**src/rtl/rain_pkg.sv**
```systemverilog
// Shared types and defaults for the rain sensor conditioning path.
package rain_pkg;

    localparam int DEF_CLK_HZ         = 50_000_000;
    localparam int DEF_SAMPLE_HZ      = 1000;
    localparam int DEF_STABLE_SAMPLES = 20;

    typedef enum logic [2:0] {
        INIT,
        DRY,
        WET_PEND,
        WET,
        DRY_PEND
    } fsm_state_t;

    // Clocks per sample tick; zero signals an unusable sample rate.
    function automatic int calc_div(input int clk_hz, input int sample_hz);
        return (sample_hz > 0) ? (clk_hz / sample_hz) : 0;
    endfunction

endpackage

```
**src/rtl/tick_prescaler.sv**
```systemverilog
// Free-running divider producing a registered one-clk tick every DIV clocks.
module tick_prescaler #(
    parameter int DIV = 10
) (
    input  logic clk,
    input  logic rst,
    output logic tick
);

    localparam int PW = (DIV > 1) ? $clog2(DIV) : 1;
    localparam logic [PW-1:0] LAST = PW'(DIV - 1);

    logic [PW-1:0] pcnt;

    if (DIV < 2) begin : g_div_check
        $error("tick_prescaler: DIV must be at least 2");
    end

    // The tick is registered off the terminal count so the first one lands DIV clks after reset.
    always_ff @(posedge clk or posedge rst) begin
        if (rst) begin
            pcnt <= '0;
            tick <= 1'b0;
        end else begin
            pcnt <= (pcnt == LAST) ? '0 : pcnt + 1'b1;
            tick <= (pcnt == LAST);
        end
    end

endmodule

```
**src/rtl/rain_sensor_filter.sv**
```systemverilog
// Synchronises and debounces the active-low rain input into a stable level,
// start/stop event pulses and a saturating rain event counter.
module rain_sensor_filter
    import rain_pkg::*;
#(
    parameter int CLK_HZ         = DEF_CLK_HZ,
    parameter int SAMPLE_HZ      = DEF_SAMPLE_HZ,
    parameter int STABLE_SAMPLES = DEF_STABLE_SAMPLES,
    parameter int EVT_W          = 8
) (
    input  logic             clk,
    input  logic             rst,
    input  logic             entrada,
    input  logic             clear_events,
    output logic             sample_tick,
    output logic             valid,
    output logic             raining,
    output logic             rain_start,
    output logic             rain_stop,
    output logic [EVT_W-1:0] rain_events
);

    localparam int DIV = calc_div(CLK_HZ, SAMPLE_HZ);
    localparam logic [7:0] STABLE_N = 8'(STABLE_SAMPLES);
    localparam logic [EVT_W-1:0] EVT_MAX = '1;

    if (DIV < 2) begin : g_div_check
        $error("rain_sensor_filter: CLK_HZ/SAMPLE_HZ must be at least 2");
    end
    if (STABLE_SAMPLES < 1 || STABLE_SAMPLES > 255) begin : g_stable_check
        $error("rain_sensor_filter: STABLE_SAMPLES must be within 1..255");
    end

    logic       sync1;
    logic       s_sync;
    logic       smp;
    fsm_state_t state, state_next;
    logic [7:0] scnt, scnt_next, cnt_inc;
    logic       last_smp, last_next;
    logic       valid_next, raining_next, start_next, stop_next;

    always_ff @(posedge clk or posedge rst) begin
        if (rst) begin
            sync1  <= 1'b1;
            s_sync <= 1'b1;
        end else begin
            sync1  <= entrada;
            s_sync <= sync1;
        end
    end

    assign smp = ~s_sync;

    tick_prescaler #(
        .DIV (DIV)
    ) u_prescaler (
        .clk  (clk),
        .rst  (rst),
        .tick (sample_tick)
    );

    always_ff @(posedge clk or posedge rst) begin
        if (rst) begin
            state      <= INIT;
            scnt       <= '0;
            last_smp   <= 1'b0;
            valid      <= 1'b0;
            raining    <= 1'b0;
            rain_start <= 1'b0;
            rain_stop  <= 1'b0;
        end else begin
            state      <= state_next;
            scnt       <= scnt_next;
            last_smp   <= last_next;
            valid      <= valid_next;
            raining    <= raining_next;
            rain_start <= start_next;
            rain_stop  <= stop_next;
        end
    end

    // The first decision out of INIT only publishes the level; pulses mark later changes.
    always_comb begin
        state_next   = state;
        scnt_next    = scnt;
        last_next    = last_smp;
        valid_next   = valid;
        raining_next = raining;
        start_next   = 1'b0;
        stop_next    = 1'b0;
        cnt_inc      = scnt + 8'd1;
        if (sample_tick) begin
            case (state)
                INIT: begin
                    last_next = smp;
                    scnt_next = (scnt != 8'd0 && smp == last_smp) ? cnt_inc : 8'd1;
                    if (scnt_next == STABLE_N) begin
                        state_next   = smp ? WET : DRY;
                        valid_next   = 1'b1;
                        raining_next = smp;
                        scnt_next    = 8'd0;
                    end
                end
                DRY: begin
                    if (smp) begin
                        if (STABLE_N == 8'd1) begin
                            state_next   = WET;
                            raining_next = 1'b1;
                            start_next   = 1'b1;
                        end else begin
                            state_next = WET_PEND;
                            scnt_next  = 8'd1;
                        end
                    end
                end
                WET_PEND: begin
                    if (smp) begin
                        if (cnt_inc == STABLE_N) begin
                            state_next   = WET;
                            raining_next = 1'b1;
                            start_next   = 1'b1;
                            scnt_next    = 8'd0;
                        end else begin
                            scnt_next = cnt_inc;
                        end
                    end else begin
                        state_next = DRY;
                        scnt_next  = 8'd0;
                    end
                end
                WET: begin
                    if (!smp) begin
                        if (STABLE_N == 8'd1) begin
                            state_next   = DRY;
                            raining_next = 1'b0;
                            stop_next    = 1'b1;
                        end else begin
                            state_next = DRY_PEND;
                            scnt_next  = 8'd1;
                        end
                    end
                end
                DRY_PEND: begin
                    if (!smp) begin
                        if (cnt_inc == STABLE_N) begin
                            state_next   = DRY;
                            raining_next = 1'b0;
                            stop_next    = 1'b1;
                            scnt_next    = 8'd0;
                        end else begin
                            scnt_next = cnt_inc;
                        end
                    end else begin
                        state_next = WET;
                        scnt_next  = 8'd0;
                    end
                end
                default: begin
                    state_next = INIT;
                    scnt_next  = 8'd0;
                end
            endcase
        end
    end

    // Clear takes priority, then a coincident start still counts as the first event.
    always_ff @(posedge clk or posedge rst) begin
        if (rst) begin
            rain_events <= '0;
        end else if (clear_events) begin
            rain_events <= rain_start ? EVT_W'(1) : '0;
        end else if (rain_start && rain_events != EVT_MAX) begin
            rain_events <= rain_events + 1'b1;
        end
    end

endmodule
```
**config.mk**
```make
export PLATFORM = sky130hd
export DESIGN_NAME = rain_sensor_filter
export DESIGN_NICKNAME = d
export VERILOG_FILES = /design/src/rtl/rain_pkg.sv /design/src/rtl/tick_prescaler.sv /design/src/rtl/rain_sensor_filter.sv
export SDC_FILE = /design/constraint.sdc
export NUM_CORES = 1
export LEC_CHECK = 0
export ABC_CLOCK_PERIOD_IN_PS = 3250
export BUFFER_PORTS_ARGS = -buffer_cell sky130_fd_sc_hd__buf_2
export CORE_MARGIN = 5
export CORE_UTILIZATION = 45
export CTS_BUF_LIST = sky130_fd_sc_hd__clkbuf_4 sky130_fd_sc_hd__clkbuf_8
export CTS_CLUSTER_SIZE = 25
export DETAILED_ROUTE_END_ITERATION = 8
export PLACE_DENSITY = 0.64
export SKIP_LAST_GASP = 1
export SYNTH_ARGS = -nofsm -noshare
export SYNTH_HDL_FRONTEND = slang
export SYNTH_SLANG_ARGS = --single-unit
```
**constraint.sdc**
```tcl
create_clock -name clk -period 3.25 [get_ports clk]
set_clock_uncertainty 0.2 [all_clocks]
set_input_delay 0.325 -clock clk [delete_from_list [all_inputs] [get_ports clk]]
set_output_delay 0.325 -clock clk [all_outputs]
set_load 0.005 [all_outputs]
```
-- Word level (Yosys, flattened, before mapping)
Index checks and enable logic that the tools add are counted.
- input port bits: 4
- output and inout port bits: 13
- word-level logic and storage cells: 79
- register bits: 43
- equality and inequality tests: 18
- bitwise operators: 1
- mux-type cells: 34
- add/subtract/negate cells: 3
- reduce and logical (&&, ||, !) cells: 11
- operators with widths (cell ; count):
    two-way mux 8 bit ; 9
    case mux 8 bit (5 select lines) ; 1
    two-way mux 3 bit ; 7
    adder 16 x 1 -> 16 bit, second input constant ; 1
    adder 8 x 1 -> 8 bit, second input constant ; 2
    == test 16 bit, second input constant ; 1
    == test 8 x 5 -> 1 bit, second input constant ; 2
    two-way mux 16 bit ; 1
    case mux 3 bit (5 select lines) ; 1
    != test 2 bit, second input constant ; 7
    two-way mux 1 bit ; 13
    != test 8 bit, second input constant ; 1
    nonzero test 8 bit ; 1
    AND reduction 7 bit ; 1
    == test 3 x 2 -> 1 bit, second input constant ; 2
    != test 3 bit, second input constant ; 2
    AND reduction 3 bit ; 2
    AND reduction 6 bit ; 1
    == test 3 x 1 -> 1 bit, second input constant ; 1
    == test 3 bit, second input constant ; 1
    logical NOT 3 bit ; 1
    case mux 1 bit (3 select lines) ; 1
    nonzero test 3 bit ; 1
    logical AND 1 bit ; 2
    other kinds (5) ; 5

-- Logic depth before layout (Yosys ltp)
Gate-level depths: netlist of the first run.
- depth after elaboration: 7
- depth in mapped cells: 9
- gate-level depth less buffers: 8

-- Cells and area by module
A second synthesis of the first run with hierarchy kept.
- cell total of the unflattened synthesis: 241
- area, all modules: 2341.0 µm²
- by module, submodules not included (module ; seq. area each (µm²) ; times used ; area an instance (µm²) ; cells each):
    rain_sensor_filter ; 653.1 ; 1 ; 1559.0 ; 172
    tick_prescaler ; 425.4 ; 1 ; 782.0 ; 69

-- Worst setup path before layout of the first run
OpenSTA, ideal clock, no wires.
- path type: flip-flop to flip-flop
- from: register scnt[1]
- to: register raining
- setup slack: 972 ps
- data arrival time: 1954 ps
- period minus slack after synthesis: 2278 ps
- setup time: 124 ps
- stages on the path, launching flop included: 8
- cells stage by stage: dfrtp_1 > ha_1 > nand4_1 > xnor2_1 > or4_4 > nor2_1 > o221ai_1 > o2bb2ai_1
- word-level cells in the longest chain between the ends: 6
- elaborated cells on any way between the ends: 10
- RTL lines (what ; line ; source):
    start: declaration ; rain_sensor_filter.sv:38 ; logic [7:0] scnt, scnt_next, cnt_inc;
    start signal: assignment ; rain_sensor_filter.sv:73 ; scnt <= scnt_next;
    branches (longest 5 deep; another with adder 8 x 1 -> 8 bit) ; n/a ;
    AND reduction 7 bit (no line) * ; n/a ;
    end signal: assignment ; rain_sensor_filter.sv:76 ; raining <= raining_next;
    end: declaration ; rain_sensor_filter.sv:17 ; output logic raining,
Mark *: on every way between the ends.
A chain may end at the register's enable or synchronous reset.

-- Worst setup path in the final report of the first run
- from: register scnt[0]
- to: register raining
Same word-level chain as after synthesis.

==> flow_metrics.env, run 1 <==
export IMPL_fin_setup_tns_ns=0
export IMPL_setup_viol_count_final=0
export IMPL_seq_power_share_pct=59.2
export IMPL_fin_nets=267
export IMPL_drive_gt1_share_pct=15.38
export IMPL_fillers=483
export IMPL_syn_inst=246
export IMPL_final_cells=330
export IMPL_vias=1752
export IMPL_yosys_warnings=0
export IMPL_vdd_ir_drop_worst_uv=238.1
export IMPL_seq_area_frac_synth_pct=45.58
export IMPL_wirelength_um=4531
export IMPL_die_h_um=82.51
export IMPL_fp_dieW_um=82.51
export IMPL_fmax_mhz=379.9
export IMPL_hold_viol=0
export IMPL_pwr_share_clk_pct=38.7
export IMPL_hold_class="input pin to register"
export IMPL_combPwrFrac_pct=2.0
export IMPL_leakagePower_nw=1.100
export IMPL_drt_iter0_drc=116
export IMPL_synth_fa_ha_area_share_pct=2.115
export IMPL_power_switching_mw=0.2142
export IMPL_final_common_cell="dfrtp_1"
export IMPL_crit_fanout=10
export IMPL_async_reset_ff_share_pct=100.0
export IMPL_crit_path_end_kind="register"
export IMPL_finalPower_mw=0.9098
export IMPL_postCtsResizedCells=0
export IMPL_syn_nets=254
export IMPL_crit_path_max_incr_delay_ns=0.55
export IMPL_dpl_cell_count=320
export IMPL_p_per_area_nw_per_um2=352.6
export IMPL_outcome="finished, final reports clean"
export IMPL_most_common_layout_cells="dfrtp_1 (41), nor2_1 (30), nand2_1 (25), buf_2 (16), xnor2_1 (15)"
export IMPL_cts_clk_slew_worst_paths_ns=0.09
export IMPL_start_kind="register"
export IMPL_dieArea_um2=6808
export IMPL_gp_congestion=0.8085
export IMPL_ys_types=57
export IMPL_wl_per_cell_um=13.73
export IMPL_synthFlopType="dfrtp_1"
export IMPL_drc=0
export IMPL_synth_top_cell_area_share_pct=43.36
export IMPL_p_int_mw=0.6957
export IMPL_fin_crit_ns=2.632
export IMPL_clock_sinks=43
export IMPL_h_tree_depth=2
export IMPL_cts_tree="done"
export IMPL_cp_cell_sequence="ha_1, nand4_1, xnor2_1, or4_4, nor2_1, o221ai_1, o2bb2ai_1"
export IMPL_ys_top_cells_by_area="dfrtp_1 (43%), xnor2_1 (5.6%), nor2_1 (4.8%)"
export IMPL_synth_simple_area_share_pct=23.59
export IMPL_core_um2=5107
export IMPL_synth_mux_area_share_pct=0.4231
export IMPL_grt_ovfl_total=0
export IMPL_antenna_found_initial=0
export IMPL_antenna_diode_count=0
export IMPL_clkLatencyLatePin_ns=0.30
export IMPL_max_slew_margin_pct=63.70
export IMPL_synth_xor_area_share_pct=9.995
export IMPL_first_global_vias=1666
export IMPL_synth_area_um2=2366
export IMPL_viasPerCell=5.309
export IMPL_synth_compound_area_share_pct=13.54
export IMPL_io_pins=17
export IMPL_grt_use_total_pct=15.20
export IMPL_rows=26
export IMPL_ant_nets=0
export IMPL_synth_top_cell_by_area="dfrtp_1"
export IMPL_tightest_slew_ns=0.5444
export IMPL_firstDrtPassIters=4
export IMPL_dpl_hpwl_um=3209
export IMPL_timing_max_cap_violations=0
export IMPL_finalCritPeriodShare_pct=80.99
export IMPL_synth_edf_count=0
export IMPL_hold_buffers=2
export IMPL_ys_ff_latch=43
export IMPL_path_class="register to register"
export IMPL_rsz0062_at_grt="no"
export IMPL_grt_max_degree=44
export IMPL_post_cts_buffers=0
export IMPL_grt_first_pass_wirelength_um=7886
export IMPL_report_final_slew_viol_count=0
export IMPL_cts_root_buf="clkbuf_8"
export IMPL_synth_top_family_by_area="simple AND/OR/NAND/NOR gates"
export IMPL_syn2layout_area_growth_pct=9.043
export IMPL_cts_buffer_depth=2
export IMPL_cts_buffers=5
export IMPL_cp_required_ns=3.24
export IMPL_netSwitchingFraction_pct=23.54
export IMPL_slowest_stage="or4_4"
export IMPL_initial_utilization_pct=46.33
export IMPL_syn_avg_cell_area_um2=9.618
export IMPL_portBuffers=16
export IMPL_arrival_ns=2.62
==> worst max-delay path, delay by kind of cell, from the launching register on <==
| family | cells | cell delay [ns] |
|---|---|---|
| AND/OR/NAND/NOR | 3 | 0.93 |
| XOR/XNOR | 1 | 0.21 |
| AO/OA/AOI/OAI | 2 | 0.31 |
| adder cells (fa/ha/maj) | 1 | 0.34 |
| flip-flops | 1 | 0.53 |
==> Yosys cell counts, types with 3 or more instances <==
cell       n
dfrtp_1   41
nor2_1    30
nand2_1   25
xnor2_1   15
xor2_1    12
o21ai_0   11
inv_1     10
nand3_1    9
nand4_1    7
nor3_1     7
a21oi_1    5
clkbuf_1   5
and4_1     4
ha_1       4
a22o_1     3
and3_1     3
buf_2      3
nor4_1     3
o21a_1     3
==> per-stage QoR <==
step	util [%]	area [µm²]	hold WS, ns	worst slack [ns]
3_3_place_gp	48.29	2466	0.1471	0.7619
4_1_cts	50.51	2580	0.07010	0.6519
6_report	50.51	2580	0.08190	0.6177
3_5_place_dp	48.29	2466	0.1491	0.6584
2_1_floorplan	-	2366	0.1295	0.9718
5_1_grt	50.51	2580	0.07483	0.4904
==> sequential cells by signal, summed over array words and instances (netlist names) <==
register          cells
valid                 1
scnt                  8
u_prescaler.tick      1
u_prescaler.pcnt     16
s_sync                1
state                 3
rain_start            1
last_smp              1
sync1                 1
rain_events           8
rain_stop             1
raining               1
==> routing by layer <==
layer / up-vias / track usage (%) / wire, µm
li1: 887 / - / -
met1: 831 / 20.93 / 2267
met2: 29 / 23.00 / 2004
met3: 5 / 4.664 / 201
met4: 0 / 4.575 / 58
met5: - / 0 / 0
==> cell families (layout without fill, tap and decap cells) <==
group	count (synthesis)	count (layout)
AOI/OAI and AO/OA	43	43
xor gates and xnor gates	27	27
adders and majority gates	4	4
buffers and inverters	23	37
DFF	43	43
muxes	1	1
and+or+nand+nor	105	105
==> power by group through the flow <==
stage	Clock, mW	Combinational (mW)	Sequential, mW
global route	0.393	0.0219	0.539
finish	0.352	0.0186	0.539
detailed placement	0	0.0178	0.549
global placement	0	0.0176	0.549
CTS	0.372	0.0197	0.539
floorplan	0	0.0130	0.548
==> area by class of cell <==
| class | count | area [µm²] | share of cell area (%) |
|---|---|---|---|
| Clock inverter | 3 | 25.02 | 0.9699 |
| Timing Repair Buffer | 19 | 107.6 | 4.171 |
| Sequential cell | 43 | 1079 | 41.80 |
| Multi-Input combinational cell | 180 | 1175 | 45.54 |
| Inverter | 10 | 37.54 | 1.455 |
| Clock buffer | 5 | 68.82 | 2.667 |
| Tap cell | 70 | 87.58 | 3.395 |
==> worst paths after layout <==
check / start / to / slack [ns] / cells after the start
max in group asynchronous: rst / s_sync / 1.96 / 4
hold / removal: clear_events / rain_events[6] / 0.08 / 2
hold reg to reg: sync1 / s_sync / 0.16 / 0
setup reg to reg: scnt[0] / raining / 0.62 / 7
min in group asynchronous: rst / u_prescaler.pcnt[10] / 0.50 / 4
setup / recovery: scnt[0] / raining / 0.62 / 7
Power figures use the tool's default switching activity.
==> run 2: changes to the inputs <==
--- a/config.mk
+++ b/config.mk
@@ -5,7 +5,8 @@
 export SDC_FILE = /design/constraint.sdc
 export NUM_CORES = 1
 export LEC_CHECK = 0
-export ABC_CLOCK_PERIOD_IN_PS = 3250
+export ABC_AREA = 1
+export ABC_CLOCK_PERIOD_IN_PS = 2800
 export BUFFER_PORTS_ARGS = -buffer_cell sky130_fd_sc_hd__buf_2
 export CORE_MARGIN = 5
 export CORE_UTILIZATION = 45
==> constraint.sdc (replaced) <==
create_clock -name clk -period 2.8 [get_ports clk]
set_clock_uncertainty 0.2 [all_clocks]
set_input_delay 0.28 -clock clk [delete_from_list [all_inputs] [get_ports clk]]
set_output_delay 0.28 -clock clk [all_outputs]
set_load 0.005 [all_outputs]
==> flow_metrics.env, run 2 <==
export IMPL_outcome="finished, final reports clean"
export IMPL_wirelength_um=4656
export IMPL_ys_ff_latch=43
export IMPL_seq_area_frac_synth_pct=44.71
export IMPL_drt_iter0_drc=68
export IMPL_yosys_warnings=0
export IMPL_largest_reg_flops=16
export IMPL_firstDrtPassIters=4
export IMPL_crit_fanout=7
export IMPL_dr_max_layer_used="met4"
export IMPL_hold_class="register to register"
export IMPL_route_met2_wl_um=1926
export IMPL_most_common_layout_cells="nand2_1 (84), inv_1 (47), dfrtp_1 (41), nor2_1 (36), nand3_1 (30)"
export IMPL_hp_start="sync1"
export IMPL_start_kind="register"
export IMPL_dieArea_um2=6925
export IMPL_fmax_mhz=495.4
export IMPL_hold_end="s_sync"
export IMPL_cts_tree="done"
export IMPL_fin_setup_tns_ns=0
export IMPL_portBuffers=16
export IMPL_ys_top_cells_by_area="dfrtp_1 (43%), nand2_1 (13%), inv_1 (7.5%)"
export IMPL_r2r_start="scnt[0]"
export IMPL_min_path_cells=0
export IMPL_rr_worst_depth=10
export IMPL_wirelength_met1_um=2531
export IMPL_final_common_cell="nand2_1"
export IMPL_syn_inst=319
export IMPL_ant_nets=0
export IMPL_fin_nets=353
export IMPL_hold_viol=0
export IMPL_met3_length_um=157
export IMPL_dp_worst_setup_slack_ns=0.7859
export IMPL_antenna_found_initial=0
export IMPL_rsz0062_at_grt="no"
export IMPL_vdd_ir_drop_worst_uv=298.7
export IMPL_initial_utilization_pct=46.64
export IMPL_fin_crit_ns=2.019
export IMPL_cts_buffer_depth=2
export IMPL_clkLatencyLatePin_ns=0.29
export IMPL_grt_ovfl_total=0
export IMPL_wl_per_cell_um=11.19
export IMPL_drc=0
export IMPL_core_um2=5172
export IMPL_top_register="u_prescaler.pcnt"
export IMPL_die_h_um=83.22
export IMPL_rows=26
export IMPL_timing_max_cap_violations=0
export IMPL_ys_types=32
export IMPL_r2r_end="state[1]"
export IMPL_vias=1983
export IMPL_grt_max_degree=32
export IMPL_report_final_slew_viol_count=0
export IMPL_post_cts_buffers=0
export IMPL_viasPerCell=4.767
export IMPL_ff2ff_setup_slack_ns=0.78
export IMPL_drive_gt1_share_pct=13.01
export IMPL_yosysMostFrequentCell="nand2_1"
export IMPL_arrival_ns=2.00
export IMPL_syn_nets=327
export IMPL_syn2layout_area_growth_pct=11.83
export IMPL_cp_required_ns=2.78
export IMPL_cts_buffers=5
export IMPL_cts_root_buf="clkbuf_8"
export IMPL_crit_path_end_kind="register"
export IMPL_synth_top_cell_by_area="dfrtp_1"
export IMPL_worst_slack_ns=0.7814
export IMPL_clock_sinks=43
export IMPL_cts_clk_slew_worst_paths_ns=0.08
export IMPL_dpl_hpwl_um=3538
export IMPL_max_slew_margin_pct=60.37
export IMPL_syn_avg_cell_area_um2=7.562
export IMPL_finalCritPeriodShare_pct=72.09
export IMPL_fp_dieW_um=83.22
export IMPL_io_pins=17
export IMPL_grt_first_pass_wirelength_um=8721
export IMPL_postCtsResizedCells=0
export IMPL_setup_viol_count_final=0
export IMPL_reg_top3="u_prescaler.pcnt x16, rain_events x8, scnt x8"
export IMPL_synthFlopType="dfrtp_1"
export IMPL_first_global_vias=1925
export IMPL_gp_congestion=0.8464
export IMPL_h_tree_depth=2
export IMPL_async_reset_ff_share_pct=100.0
export IMPL_p_per_area_nw_per_um2=385.7
export IMPL_synth_area_um2=2412
export IMPL_hold_buffers=3
export IMPL_synth_common_cells="nand2_1 (84), inv_1 (48), dfrtp_1 (41)"
export IMPL_synth_edf_count=0
export IMPL_grt_use_total_pct=14.79
export IMPL_tightest_slew_ns=0.5896
export IMPL_antenna_diode_count=0
export IMPL_path_class="register to register"
export IMPL_synth_top_cell_area_share_pct=42.53
export IMPL_leakagePower_nw=1.387
export IMPL_finalPower_mw=1.040
==> run 2: cell type report <==
class | count | area (µm²)
timing repair buffer | 20 | 117.6
tap | 70 | 87.58
fill | 486 | 2475
clock inverter | 3 | 15.01
clock buffer | 5 | 68.82
sequential | 43 | 1079
inverter | 50 | 187.7
multi-input combinational | 225 | 1142
==> run 2: critical path, stage by stage, from the launching register on <==
cell and delay, ns:
dfrtp_1 0.44, ha_1 0.26, nand3_1 0.13, o21ai_1 0.14, nand2_1 0.11, nor2_4 0.16
nand2_4 0.10, a21oi_4 0.17, nand2_2 0.08, nand2_1 0.07, nand2_1 0.05
==> run 2: kinds of logic (layout without fill, tap and decap cells) <==
logic type / after synthesis / in the layout / synth area share (%)
flip-flops: 43 / 43 / 44.71
adder cells (fa/ha/maj): 4 / 4 / 2.075
AND/OR/NAND/NOR: 179 / 179 / 33.66
XOR/XNOR: 9 / 9 / 3.268
buffers and inverters: 51 / 78 / 7.936
AO/OA/AOI/OAI: 33 / 33 / 8.351
==> run 2: per-stage QoR <==
| step | cells | utilization, % | hold slack (ns) | area, µm² |
|---|---|---|---|---|
| 5_1_grt | 416 | 52.15 | 0.1704 | 2698 |
| 3_3_place_gp | 405 | 49.95 | 0.06736 | 2584 |
| 3_5_place_dp | 405 | 49.95 | 0.08272 | 2584 |
| 4_1_cts | 416 | 52.15 | 0.1644 | 2698 |
| 2_1_floorplan | 319 | - | 0.08448 | 2412 |
| 6_report | 416 | 52.15 | 0.1623 | 2698 |
==> run 2: how the worst max path moves through the flow <==
stage,from,end,slack (ns)
after floorplan,scnt[0],state[2],0.97
after global routing,scnt[0],scnt[1],0.59
after detailed placement,scnt[0],state[1],0.79
after global placement,scnt[0],state[1],0.83
final,scnt[0],state[1],0.78
after CTS,scnt[0],state[1],0.77
==> run 2: layer usage <==
| layer | vias up | track usage (%) |
|---|---|---|
| met3 | 4 | 2.970 |
| met1 | 884 | 21.84 |
| li1 | 1067 | - |
| met4 | 0 | 4.606 |
| met2 | 28 | 21.57 |
| met5 | - | 0 |
==> run 2: report_power, final <==
part	total (mW)	switching [mW]	internal (mW)	leakage, nW
sequential	0.624	0.00144	0.623	0.580
combinational	0.0304	0.0219	0.00852	0.760
clock	0.385	0.214	0.171	0.0477
==> run 3: changes to the inputs <==
--- a/config.mk
+++ b/config.mk
@@ -6,7 +6,7 @@
 export NUM_CORES = 1
 export LEC_CHECK = 0
 export ABC_AREA = 1
-export ABC_CLOCK_PERIOD_IN_PS = 2800
+export ABC_CLOCK_PERIOD_IN_PS = 2050
 export BUFFER_PORTS_ARGS = -buffer_cell sky130_fd_sc_hd__buf_2
 export CORE_MARGIN = 5
 export CORE_UTILIZATION = 45
==> constraint.sdc (replaced) <==
create_clock -name clk -period 2.05 [get_ports clk]
set_clock_uncertainty 0.2 [all_clocks]
set_input_delay 0.205 -clock clk [delete_from_list [all_inputs] [get_ports clk]]
set_output_delay 0.205 -clock clk [all_outputs]
set_load 0.005 [all_outputs]
==> flow_metrics.env, run 3 (synthesized netlist as in run 2, its figures left out) <==
export IMPL_dieArea_um2=6925
export IMPL_syn2layout_area_growth_pct=15.15
export IMPL_gp_congestion=0.8548
export IMPL_wirelength_um=4977
export IMPL_r2r_start="scnt[0]"
export IMPL_fin_setup_tns_ns=0
export IMPL_cp_cell_sequence="inv_1, ha_1, nand2_1, nor2_1, nand2_1, nand3_1, nor2_1, nand3_2, nand2_2, nand2_1, nand3_1, nand2_1"
export IMPL_cts_buffers=5
export IMPL_placed_area_um2=2621
export IMPL_timing_max_cap_violations=0
export IMPL_initial_utilization_pct=46.64
export IMPL_antenna_found_initial=0
export IMPL_vdd_ir_drop_worst_uv=362.6
export IMPL_h_tree_depth=2
export IMPL_min_path_cells=0
export IMPL_fin_nets=358
export IMPL_dpl_cell_count=410
export IMPL_cts_root_buf="clkbuf_8"
export IMPL_r2r_end="scnt[4]"
export IMPL_p_per_area_nw_per_um2=527.3
export IMPL_design_area_um2=2778
export IMPL_finalCritPeriodShare_pct=94.77
export IMPL_rows=26
export IMPL_hold_end="s_sync"
export IMPL_wl_per_cell_um=11.82
export IMPL_clock_sinks=43
export IMPL_ff2ff_setup_slack_ns=0.11
export IMPL_use_met1_pct=20.83
export IMPL_regArea_um2=1081
export IMPL_firstDrtPassIters=5
export IMPL_timing_hold_ws_ns=0.1594
export IMPL_rsz0062_at_grt="yes"
export IMPL_drc=0
export IMPL_dpl_hpwl_um=3618
export IMPL_grt_first_pass_wirelength_um=8838
export IMPL_cp_required_ns=2.05
export IMPL_die_h_um=83.22
export IMPL_tightest_slew_ns=0.5426
export IMPL_use_met3_pct=3.663
export IMPL_reg_top3="u_prescaler.pcnt x16, rain_events x8, scnt x8"
export IMPL_largest_reg_flops=16
export IMPL_crit_path_end_kind="register"
export IMPL_post_cts_buffers=0
export IMPL_top_register="u_prescaler.pcnt"
export IMPL_fp_dieW_um=83.22
export IMPL_fin_crit_ns=1.943
export IMPL_final_cells=421
export IMPL_use_met2_pct=23.47
export IMPL_setup_viol_count_final=0
export IMPL_multi_input_area_um2=1174
export IMPL_leakagePower_nw=1.399
export IMPL_cts_buffer_depth=2
export IMPL_clkLatencyLatePin_ns=0.31
export IMPL_worst_slack_ns=0.1072
export IMPL_crit_buf_inv=1
export IMPL_hp_start="sync1"
export IMPL_grt_ovfl_total=0
export IMPL_fillers=478
export IMPL_grt_use_total_pct=15.19
export IMPL_vias=2095
export IMPL_dp_worst_setup_slack_ns=0.06766
export IMPL_core_um2=5172
export IMPL_report_final_slew_viol_count=0
export IMPL_start_kind="register"
export IMPL_crit_path_frequent_cell="nand2_1"
export IMPL_rr_worst_depth=12
export IMPL_viasPerCell=4.976
export IMPL_slowest_stage="dfrtp_2"
export IMPL_first_global_vias=1927
export IMPL_outcome="finished, final reports clean"
export IMPL_crit_family="simple AND/OR/NAND/NOR gates"
export IMPL_arrival_ns=1.94
export IMPL_max_slew_margin_pct=63.83
export IMPL_ant_nets=0
export IMPL_most_common_layout_cells="nand2_1 (83), inv_1 (47), dfrtp_1 (39), nor2_1 (35), nand3_1 (29)"
export IMPL_crit_fanout=5
export IMPL_hold_viol=0
export IMPL_cts_tree="done"
export IMPL_drt_iter0_drc=93
export IMPL_hold_class="register to register"
export IMPL_fmax_mhz=514.7
export IMPL_final_common_cell="nand2_1"
export IMPL_io_pins=17
export IMPL_grt_max_degree=44
export IMPL_grt_busiest_layer="met2"
export IMPL_crit_path_max_incr_delay_ns=0.43
export IMPL_antenna_diode_count=0
export IMPL_drive_gt1_share_pct=16.24
export IMPL_portBuffers=16
export IMPL_path_class="register to register"
export IMPL_cts_clk_slew_worst_paths_ns=0.09
==> run 3: worst max path at each step <==
stage | from | end | slack (ns) | depth (start not counted)
2_1_floorplan | scnt[0] | state[2] | 0.22 | 10
3_3_place_gp | scnt[0] | state[2] | 0.11 | 10
3_5_place_dp | scnt[0] | state[1] | 0.07 | 10
4_1_cts | scnt[0] | state[1] | 0.06 | 10
5_1_grt | state[0] | scnt[7] | -0.04 | 9
6_report | scnt[0] | scnt[4] | 0.11 | 12
==> run 3: timing repair <==
item | 4_1_cts | 5_1_grt
endpoints found under the setup margin | 0 | 19
gates resized for setup | 0 | 9
hold endpoints to repair | 43 | 0
hold buffers | 3 | 0
==> run 3: report_power, final <==
group	switching, mW	internal (mW)	total [mW]
Sequential	0.00184	0.851	0.853
Clock	0.326	0.244	0.570
Combinational	0.0296	0.0117	0.0413
==> run 3: through the flow <==
stage	util (%)	power, mW
global route	53.70	1.518
CTS	53.05	1.482
floorplan	-	0.8953
detailed placement	50.68	0.9086
finish	53.70	1.465
global placement	50.68	0.9087
==> run 3: layer usage <==
metal  vias up  share of wire [%]
met5         -                  0
met4         0                1.6
met3        10                4.4
met2        45                 43
met1       959                 51
li1       1081                  -
==> run 3: layout make-up <==
type                       instances  share of cell area [%]
inverter                          50                   6.757
multi-input combinational        225                   42.25
clock inverter                     3                  0.8559
tap                               70                   3.153
clock buffer                       5                   2.477
timing repair buffer              25                   5.586
sequential                        43                   38.92
